**config.mk**
```make
export PLATFORM = sky130hd
export DESIGN_NAME = alu_arbiter
export DESIGN_NICKNAME = d
export VERILOG_FILES = /design/src/rtl/alu_pkg.sv /design/src/rtl/alu_core.sv /design/src/rtl/alu_arbiter.sv
export SDC_FILE = /design/constraint.sdc
export NUM_CORES = 1
export LEC_CHECK = 0
export CORE_MARGIN = 2
export CORE_UTILIZATION = 51
export CTS_BUF_LIST = sky130_fd_sc_hd__clkbuf_4 sky130_fd_sc_hd__clkbuf_8
export CTS_CLUSTER_DIAMETER = 120
export CTS_CLUSTER_SIZE = 12
export DETAILED_ROUTE_END_ITERATION = 6
export HOLD_SLACK_MARGIN = 0.1
export PLACE_DENSITY = 0.93
export SLEW_MARGIN = 20
export SYNTH_ARGS = -nofsm -noshare
export SYNTH_HDL_FRONTEND = slang
export SYNTH_SLANG_ARGS = --single-unit
```
**constraint.sdc**
```tcl
create_clock -name clk -period 2.05 [get_ports clk]
set_clock_uncertainty 0.05 [all_clocks]
set_input_delay 0.205 -clock clk [delete_from_list [all_inputs] [get_ports clk]]
set_output_delay 0.205 -clock clk [all_outputs]
set_load 0.02 [all_outputs]
```
**src/rtl/alu_pkg.sv**
```systemverilog
// Shared definitions for the ALU arbiter: data widths, opcode and state encodings,
// and the captured request payload.
package alu_pkg;

  localparam int unsigned DATA_W = 4;
  localparam int unsigned OP_W   = 3;
  localparam int unsigned NREQ   = 2;
  localparam int unsigned CNT_W  = 8;

  typedef enum logic [OP_W-1:0] {
    OP_SUB = 3'd0,
    OP_ADD = 3'd1,
    OP_OR  = 3'd2,
    OP_AND = 3'd3,
    OP_SRA = 3'd4,
    OP_ROL = 3'd5,
    OP_LTU = 3'd6,
    OP_EQ  = 3'd7
  } alu_op_e;

  typedef enum logic [1:0] {
    ST_IDLE = 2'd0,
    ST_EXEC = 2'd1,
    ST_RESP = 2'd2
  } arb_state_e;

  typedef struct packed {
    logic [OP_W-1:0]   sel;
    logic [DATA_W-1:0] rs;
    logic [DATA_W-1:0] rt;
  } alu_req_t;

endpackage

```
**src/rtl/alu_core.sv**
```systemverilog
// Purely combinational 4-bit ALU shared by both requesters.
module alu_core
  import alu_pkg::*;
(
  input  logic [OP_W-1:0]   sel,
  input  logic [DATA_W-1:0] rs,
  input  logic [DATA_W-1:0] rt,
  output logic [DATA_W-1:0] rd
);

  always_comb begin
    rd = '0;
    case (alu_op_e'(sel))
      OP_SUB:  rd = rs - rt;
      OP_ADD:  rd = rs + rt;
      OP_OR:   rd = rs | rt;
      OP_AND:  rd = rs & rt;
      OP_SRA:  rd = {rt[3], rt[3:1]};
      OP_ROL:  rd = {rs[2:0], rs[3]};
      OP_LTU:  rd = {3'b101, rs < rt};
      OP_EQ:   rd = {3'b111, rs == rt};
      default: rd = '0;
    endcase
  end

endmodule

```
**src/rtl/alu_arbiter.sv**
```systemverilog
// Two-requester round-robin front end to a single ALU: IDLE -> EXEC -> RESP per operation.
// Define ALU_ARB_STATS_EN to add saturating per-requester grant counters (gnt_cnt0/gnt_cnt1).
module alu_arbiter
  import alu_pkg::*;
(
  input  logic                clk,
  input  logic                rst_n,
  input  logic [NREQ-1:0]     req_valid,
  output logic [NREQ-1:0]     req_ready,
  input  logic [OP_W-1:0]     req0_sel,
  input  logic [DATA_W-1:0]   req0_rs,
  input  logic [DATA_W-1:0]   req0_rt,
  input  logic [OP_W-1:0]     req1_sel,
  input  logic [DATA_W-1:0]   req1_rs,
  input  logic [DATA_W-1:0]   req1_rt,
  output logic [NREQ-1:0]     rsp_valid,
  input  logic [NREQ-1:0]     rsp_ready,
  output logic [DATA_W-1:0]   rsp_rd,
  output logic                busy
`ifdef ALU_ARB_STATS_EN
  ,
  output logic [CNT_W-1:0]    gnt_cnt0,
  output logic [CNT_W-1:0]    gnt_cnt1
`endif
);

  arb_state_e          state_q;
  alu_req_t            op_q;
  logic                gnt_q;
  logic                last_gnt_q;
  logic [NREQ-1:0]     rsp_valid_q;
  logic [DATA_W-1:0]   rsp_rd_q;
  logic                busy_q;

  logic                accept_c;
  logic                gnt_idx_c;
  alu_req_t            req_c;
  logic [DATA_W-1:0]   alu_rd_c;

  // Grant: a lone requester wins; on contention the one not granted last time wins.
  always_comb begin
    gnt_idx_c = req_valid[1] & (~req_valid[0] | ~last_gnt_q);
    accept_c  = (state_q == ST_IDLE) && (req_valid != '0);
    req_ready = '0;
    if (accept_c) begin
      req_ready = gnt_idx_c ? 2'b10 : 2'b01;
    end
    req_c = gnt_idx_c ? '{sel: req1_sel, rs: req1_rs, rt: req1_rt}
                      : '{sel: req0_sel, rs: req0_rs, rt: req0_rt};
  end

  alu_core u_alu (
    .sel (op_q.sel),
    .rs  (op_q.rs),
    .rt  (op_q.rt),
    .rd  (alu_rd_c)
  );

  always_ff @(posedge clk or negedge rst_n) begin
    if (!rst_n) begin
      state_q     <= ST_IDLE;
      op_q        <= '0;
      gnt_q       <= 1'b0;
      last_gnt_q  <= 1'b1;
      rsp_valid_q <= '0;
      rsp_rd_q    <= '0;
      busy_q      <= 1'b0;
    end else begin
      case (state_q)
        ST_IDLE: begin
          if (accept_c) begin
            op_q       <= req_c;
            gnt_q      <= gnt_idx_c;
            last_gnt_q <= gnt_idx_c;
            busy_q     <= 1'b1;
            state_q    <= ST_EXEC;
          end
        end
        ST_EXEC: begin
          rsp_rd_q    <= alu_rd_c;
          rsp_valid_q <= gnt_q ? 2'b10 : 2'b01;
          state_q     <= ST_RESP;
        end
        ST_RESP: begin
          // Only the granted requester's rsp_ready can complete the handshake.
          if (rsp_ready[gnt_q]) begin
            rsp_valid_q <= '0;
            busy_q      <= 1'b0;
            state_q     <= ST_IDLE;
          end
        end
        default: begin
          rsp_valid_q <= '0;
          busy_q      <= 1'b0;
          state_q     <= ST_IDLE;
        end
      endcase
    end
  end

  assign rsp_valid = rsp_valid_q;
  assign rsp_rd    = rsp_rd_q;
  assign busy      = busy_q;

`ifdef ALU_ARB_STATS_EN
  logic [CNT_W-1:0] gnt_cnt0_q;
  logic [CNT_W-1:0] gnt_cnt1_q;

  // Saturating accept counters, one per requester.
  always_ff @(posedge clk or negedge rst_n) begin
    if (!rst_n) begin
      gnt_cnt0_q <= '0;
      gnt_cnt1_q <= '0;
    end else if (accept_c) begin
      if (!gnt_idx_c && (gnt_cnt0_q != {CNT_W{1'b1}})) begin
        gnt_cnt0_q <= gnt_cnt0_q + CNT_W'(1);
      end
      if (gnt_idx_c && (gnt_cnt1_q != {CNT_W{1'b1}})) begin
        gnt_cnt1_q <= gnt_cnt1_q + CNT_W'(1);
      end
    end
  end

  assign gnt_cnt0 = gnt_cnt0_q;
  assign gnt_cnt1 = gnt_cnt1_q;
`endif

endmodule

```
Word level (Yosys, flattened, before mapping)
Cells that the tools add are included.
W data, S select, Z words.

cells by class
  add/subtract/negate cells = 2
  order comparisons = 2
  equality and inequality tests = 12
  multiplexer cells = 14
  bitwise gates (word level) = 8
  reductions and logical operators = 8

operator list
  cell                  count
  $pmux W4 S8           1
  $eq A3 B3 Y1 const B  4
  $pmux W2 S3           2
  $mux W11              1
  $mux W2               5
  $eq A3 B2 Y1 const B  2
  $reduce_and A2 Y1     3
  $add A4 B4 Y4         1
  $and A4 B4 Y4         1
  $eq A4 B4 Y1          1
  $lt A4 B4 Y1          1
  $mux W1               4
  $ne A2 B2 Y1 const B  2
  $not A1 Y1            4
  $or A4 B4 Y4          1
  $sub A4 B4 Y4         1
  $eq A3 B1 Y1 const B  1
  $logic_not A3 Y1      1
  $pmux W1 S3           1
  $reduce_and A3 Y1     1
  $eq A2 B1 Y1 const B  1
  $eq A2 B2 Y1 const B  1
  $logic_not A2 Y1      1
  $lt A1 B2 Y1 const B  1
  other kinds (4)       4

storage, ports and cells
  bits in registers = 22
  input bits = 28
  logic and storage cells = 55

Logic depth before layout (Yosys ltp)
Gate-level depths: netlist of run 1.

  depth after elaboration = 5
  mapped depth = 8
  depth with buffers taken out = 8

By module
A second synthesis of run 1 with hierarchy kept.

unflattened totals
  cells, all modules = 178
  area, all modules = 1,592.8 um2

by module, submodules not included
  module       instances  cells each  area each (um2)  sequential area each (um2)
  alu_arbiter  1          99          1,037.2          551.8
  alu_core     1          79          555.5            0.0

Worst setup path after synthesis of run 1
Ideal clock, no wire load.

  path type = reg2reg
  start point = register op_q[1] (netlist name)
  end point = register rsp_rd_q[3] (netlist: rsp_rd[3])
  library setup time = 0.096 ns
  arrival = 1.670 ns
  required time = 1.904 ns
  slack = 0.235 ns
  cell stages (with the launch flop) = 8
  path through = dfrtp_1 > inv_1 > ha_1 > a21o_1 > a21oi_1 > xor2_1 > o311a_1 > a311oi_2

on the way
  cells in the longest elaborated chain, start to end = 2
  elaborated cells on any way between the ends = 3

ends and longest elaborated chain
  what                                            line                            text
  from (decl)                                     alu_arbiter.sv:28               alu_req_t op_q;
  from (signal assigned)                          alu_arbiter.sv:72               op_q <= req_c;
  $add A4 B4 Y4 or $sub A4 B4 Y4 (tied branches)  alu_core.sv:15, alu_core.sv:14
  $pmux W4 S8 (*)                                 alu_core.sv:13                  case (alu_op_e'(sel))
  to (signal assigned)                            alu_arbiter.sv:80               rsp_rd_q <= alu_rd_c;
  to (decl)                                       alu_arbiter.sv:32               logic [DATA_W-1:0] rsp_rd_q;

Every way passes the cells marked *; elsewhere a longest branch is shown, timed or not.
A chain may end at the register's enable or synchronous reset.

Worst setup path after layout of run 1
  start point = register op_q[4] (netlist name)
  end point = register rsp_rd_q[2] (netlist: rsp_rd[2])

The elaborated chain is that of the path after synthesis.

==> flow_metrics.env, run 1 <==
export IMPL_outcome="completed"
export IMPL_worstSetupEndpointType="flip-flop"
export IMPL_ys_types=42
export IMPL_avgSynthCellArea_sq_um=9.65
export IMPL_cellLeakagePower_nw=0.912
export IMPL_endpoint="rsp_rd[2]"
export IMPL_grt_overflow=0
export IMPL_core_sq_mm=0.00273
export IMPL_chipHeight_um=57.6
export IMPL_r2r_slack_ps=70
export IMPL_setup_violations=0
export IMPL_fin_nets=234
export IMPL_startpoint="op_q[4]"
export IMPL_htreeDepth=1
export IMPL_grt_total_usage=0.224
export IMPL_crit_fanout=3
export IMPL_worstMarginPinSlew_ps=519
export IMPL_cts_buffer_depth=2
export IMPL_most_common_layout_cells="clkdlybuf4s50_1 (34), inv_1 (26), dfrtp_1 (21), a222oi_1 (11)"
export IMPL_yosysWarnings=0
export IMPL_layout_commonest_cell="clkdlybuf4s50_1"
export IMPL_via_count=1326
export IMPL_drive_gt1_frac=0.110
export IMPL_max_cap_viol_count=0
export IMPL_worstRegToRegCells=7
export IMPL_dieArea_sq_mm=0.00332
export IMPL_clk_latency_ps=310
export IMPL_critPathLaunchType="flip-flop"
export IMPL_postRouteAntennaNets=0
export IMPL_fin_hold_ws_ps=173
export IMPL_worst_slack_ps=71.3
export IMPL_ctsHoldBuffers=0
export IMPL_final_max_slew_viol_count=0
export IMPL_n_antenna_cell=0
export IMPL_rsz0062_at_grt="yes"
export IMPL_power_ir_vdd_worst_v=0.00133
export IMPL_clock_sinks=22
export IMPL_slew_headroom=0.654
export IMPL_ios=37
export IMPL_design_area_sq_mm=0.00192
export IMPL_die_w_um=57.6
export IMPL_routed_via_density=5.97
export IMPL_dr_pass1_iters=6
export IMPL_dp_slack_ps=1.55
export IMPL_clock_tree_root_cell="clkbuf_4"
export IMPL_power_density_mw_per_mm2=1670
export IMPL_drtIter0Drc=75
export IMPL_synth_seq_area_share=0.376
export IMPL_gp_congestion=0.956
export IMPL_cts_tree="yes"
export IMPL_grt_max_degree=23
export IMPL_setup_tns_final_ps=0
export IMPL_area_growth_pct=30.9
export IMPL_path_class="reg2reg"
export IMPL_synth_area_sq_mm=0.00147
export IMPL_hold_path_class="in2async"
export IMPL_fin_crit_sh=0.965
export IMPL_post_dp_cell_area_sq_mm=0.00185
export IMPL_hold_viol=0
export IMPL_fin_crit_ps=1980
export IMPL_fin_cells=222
export IMPL_cp_arrival_ps=2140
export IMPL_drt_wl_total_mm=3.40
export IMPL_wl_per_cell_um=15.3
export IMPL_rr_endpoint="rsp_rd[2]"
export IMPL_cp_required_ps=2210
export IMPL_dp_hpwl_mm=2.65
export IMPL_portBuffers=36
export IMPL_dp_cells=217
export IMPL_synthCells=152
export IMPL_drcViolationCount=0
export IMPL_antenna_found_initial=0
export IMPL_fmax_ghz=0.505
export IMPL_start_util=0.536
export IMPL_grt_pass1_wl_mm=5.87
export IMPL_syn_num_nets=194
export IMPL_timing_rr_start="op_q[4]"
export IMPL_clkSlewWorstSetupHoldPaths_ps=130
export IMPL_grt_pass1_vias=1289
export IMPL_row_count=19
export IMPL_cts_buffers=3
export IMPL_synth_seq_cells=22
==> where the power goes <==
part | internal [mW] | leakage [nW] | switching, mW
clock network | 0.198 | 0.0279 | 0.132
logic | 0.919 | 0.622 | 1.01
registers | 0.661 | 0.262 | 0.287
total | 1.78 | 0.912 | 1.42
==> cells by family after synthesis <==
logic type | after synthesis | share of synthesized area
xor gates and xnor gates | 4 | 0.0239
buffers and inverters | 35 | 0.113
and+or+nand+nor | 27 | 0.0905
DFF | 22 | 0.376
muxes | 3 | 0.0213
adders and majority gates | 14 | 0.130
AOI/OAI and AO/OA | 47 | 0.246
==> per-layer routing <==
layer,global-route usage,up-vias,part of all wire
li1,-,618,-
met1,0.291,636,0.40
met2,0.391,64,0.52
met3,0.0313,8,0.058
met4,0.0631,0,0.019
met5,0,-,0
==> per-stage QoR <==
step / utilization / power, mW
2_1_floorplan: - / 2.26
3_3_place_gp: 0.676 / 2.71
3_5_place_dp: 0.676 / 2.81
4_1_cts: 0.695 / 3.15
5_1_grt: 0.702 / 3.45
6_report: 0.702 / 3.20
==> worst max-delay path: stages, from the launching register on <==
cell      delay [ps]
dfrtp_1          420
inv_1            100
ha_2             200
inv_1             60
fa_1             390
xor2_1           160
o221ai_1         140
o32a_1           370
==> state kept, by name (all words and copies together), names as in the netlist <==
name	count
busy	1
gnt_q	1
last_gnt_q	1
op_q	11
rsp_rd	4
rsp_valid	2
state_q	2
==> cells in the mapped netlist (all sizes together) <==
| master | n | area, sq um |
|---|---|---|
| and3 | 1 | 6.26 |
| a311oi | 1 | 15.0 |
| o22a | 1 | 8.76 |
| dfstp | 1 | 26.3 |
| o21bai | 1 | 7.51 |
| a21o | 4 | 30.0 |
| o32a | 2 | 21.3 |
| o221ai | 1 | 8.76 |
| a2111oi | 1 | 8.76 |
| xnor2 | 2 | 17.5 |
| nor2 | 10 | 40.0 |
| a2bb2oi | 1 | 8.76 |
| inv | 27 | 101 |
| or3 | 1 | 6.26 |
| and3b | 1 | 8.76 |
| o211ai | 2 | 15.0 |
| xor2 | 2 | 17.5 |
| dfrtp | 21 | 526 |
| or4 | 1 | 7.51 |
| mux2i | 2 | 20.0 |
| clkbuf | 1 | 7.51 |
| o31ai | 1 | 7.51 |
| o21ai | 8 | 43.8 |
| nor3b | 1 | 7.51 |
| and2b | 1 | 7.51 |
| a21oi | 10 | 50.1 |
| nand2 | 7 | 26.3 |
| a22oi | 1 | 7.51 |
| fa | 2 | 40.0 |
| mux2 | 1 | 11.3 |
| nor2b | 2 | 12.5 |
| o311a | 1 | 10.0 |
| ha | 12 | 150 |
| a222oi | 11 | 110 |
| buf | 7 | 56.3 |
| nor3 | 2 | 10.0 |
| a211oi | 1 | 7.51 |
==> timing repair <==
item	4_1_cts	5_1_grt
setup buffers	0	1
endpoints found under the hold margin	0	0
setup endpoints to repair	2	4
pin swaps	0	0
gates resized for setup	2	5
==> worst min path at each step <==
stage                 to  depth (start not counted)
3_5_place_dp   rsp_rd[0]                          1
3_3_place_gp   rsp_rd[0]                          1
6_report         op_q[5]                          2
4_1_cts          op_q[6]                          2
2_1_floorplan       busy                          0
5_1_grt          op_q[6]                          2
==> cell type report <==
type	count	area, sq um
fillers	183	815
multi-input cells	95	761
flip-flops and latches	22	552
repair buffers	43	414
inverters	27	101
well taps	31	38.8
clock inverters	1	30.0
clock buffers	3	22.5
Note: power is estimated with default switching activity, not from simulation.
==> run 2, diff against run 1 <==
--- a/config.mk
+++ b/config.mk
@@ -5,11 +5,11 @@
 export SDC_FILE = /design/constraint.sdc
 export NUM_CORES = 1
 export LEC_CHECK = 0
+export CAP_MARGIN = 20
 export CORE_MARGIN = 2
 export CORE_UTILIZATION = 51
 export CTS_BUF_LIST = sky130_fd_sc_hd__clkbuf_4 sky130_fd_sc_hd__clkbuf_8
 export CTS_CLUSTER_DIAMETER = 120
-export CTS_CLUSTER_SIZE = 12
 export DETAILED_ROUTE_END_ITERATION = 6
 export HOLD_SLACK_MARGIN = 0.1
 export PLACE_DENSITY = 0.93
==> results of run 2 <==
Final layout, timing and power as in run 1 (identical DEF).
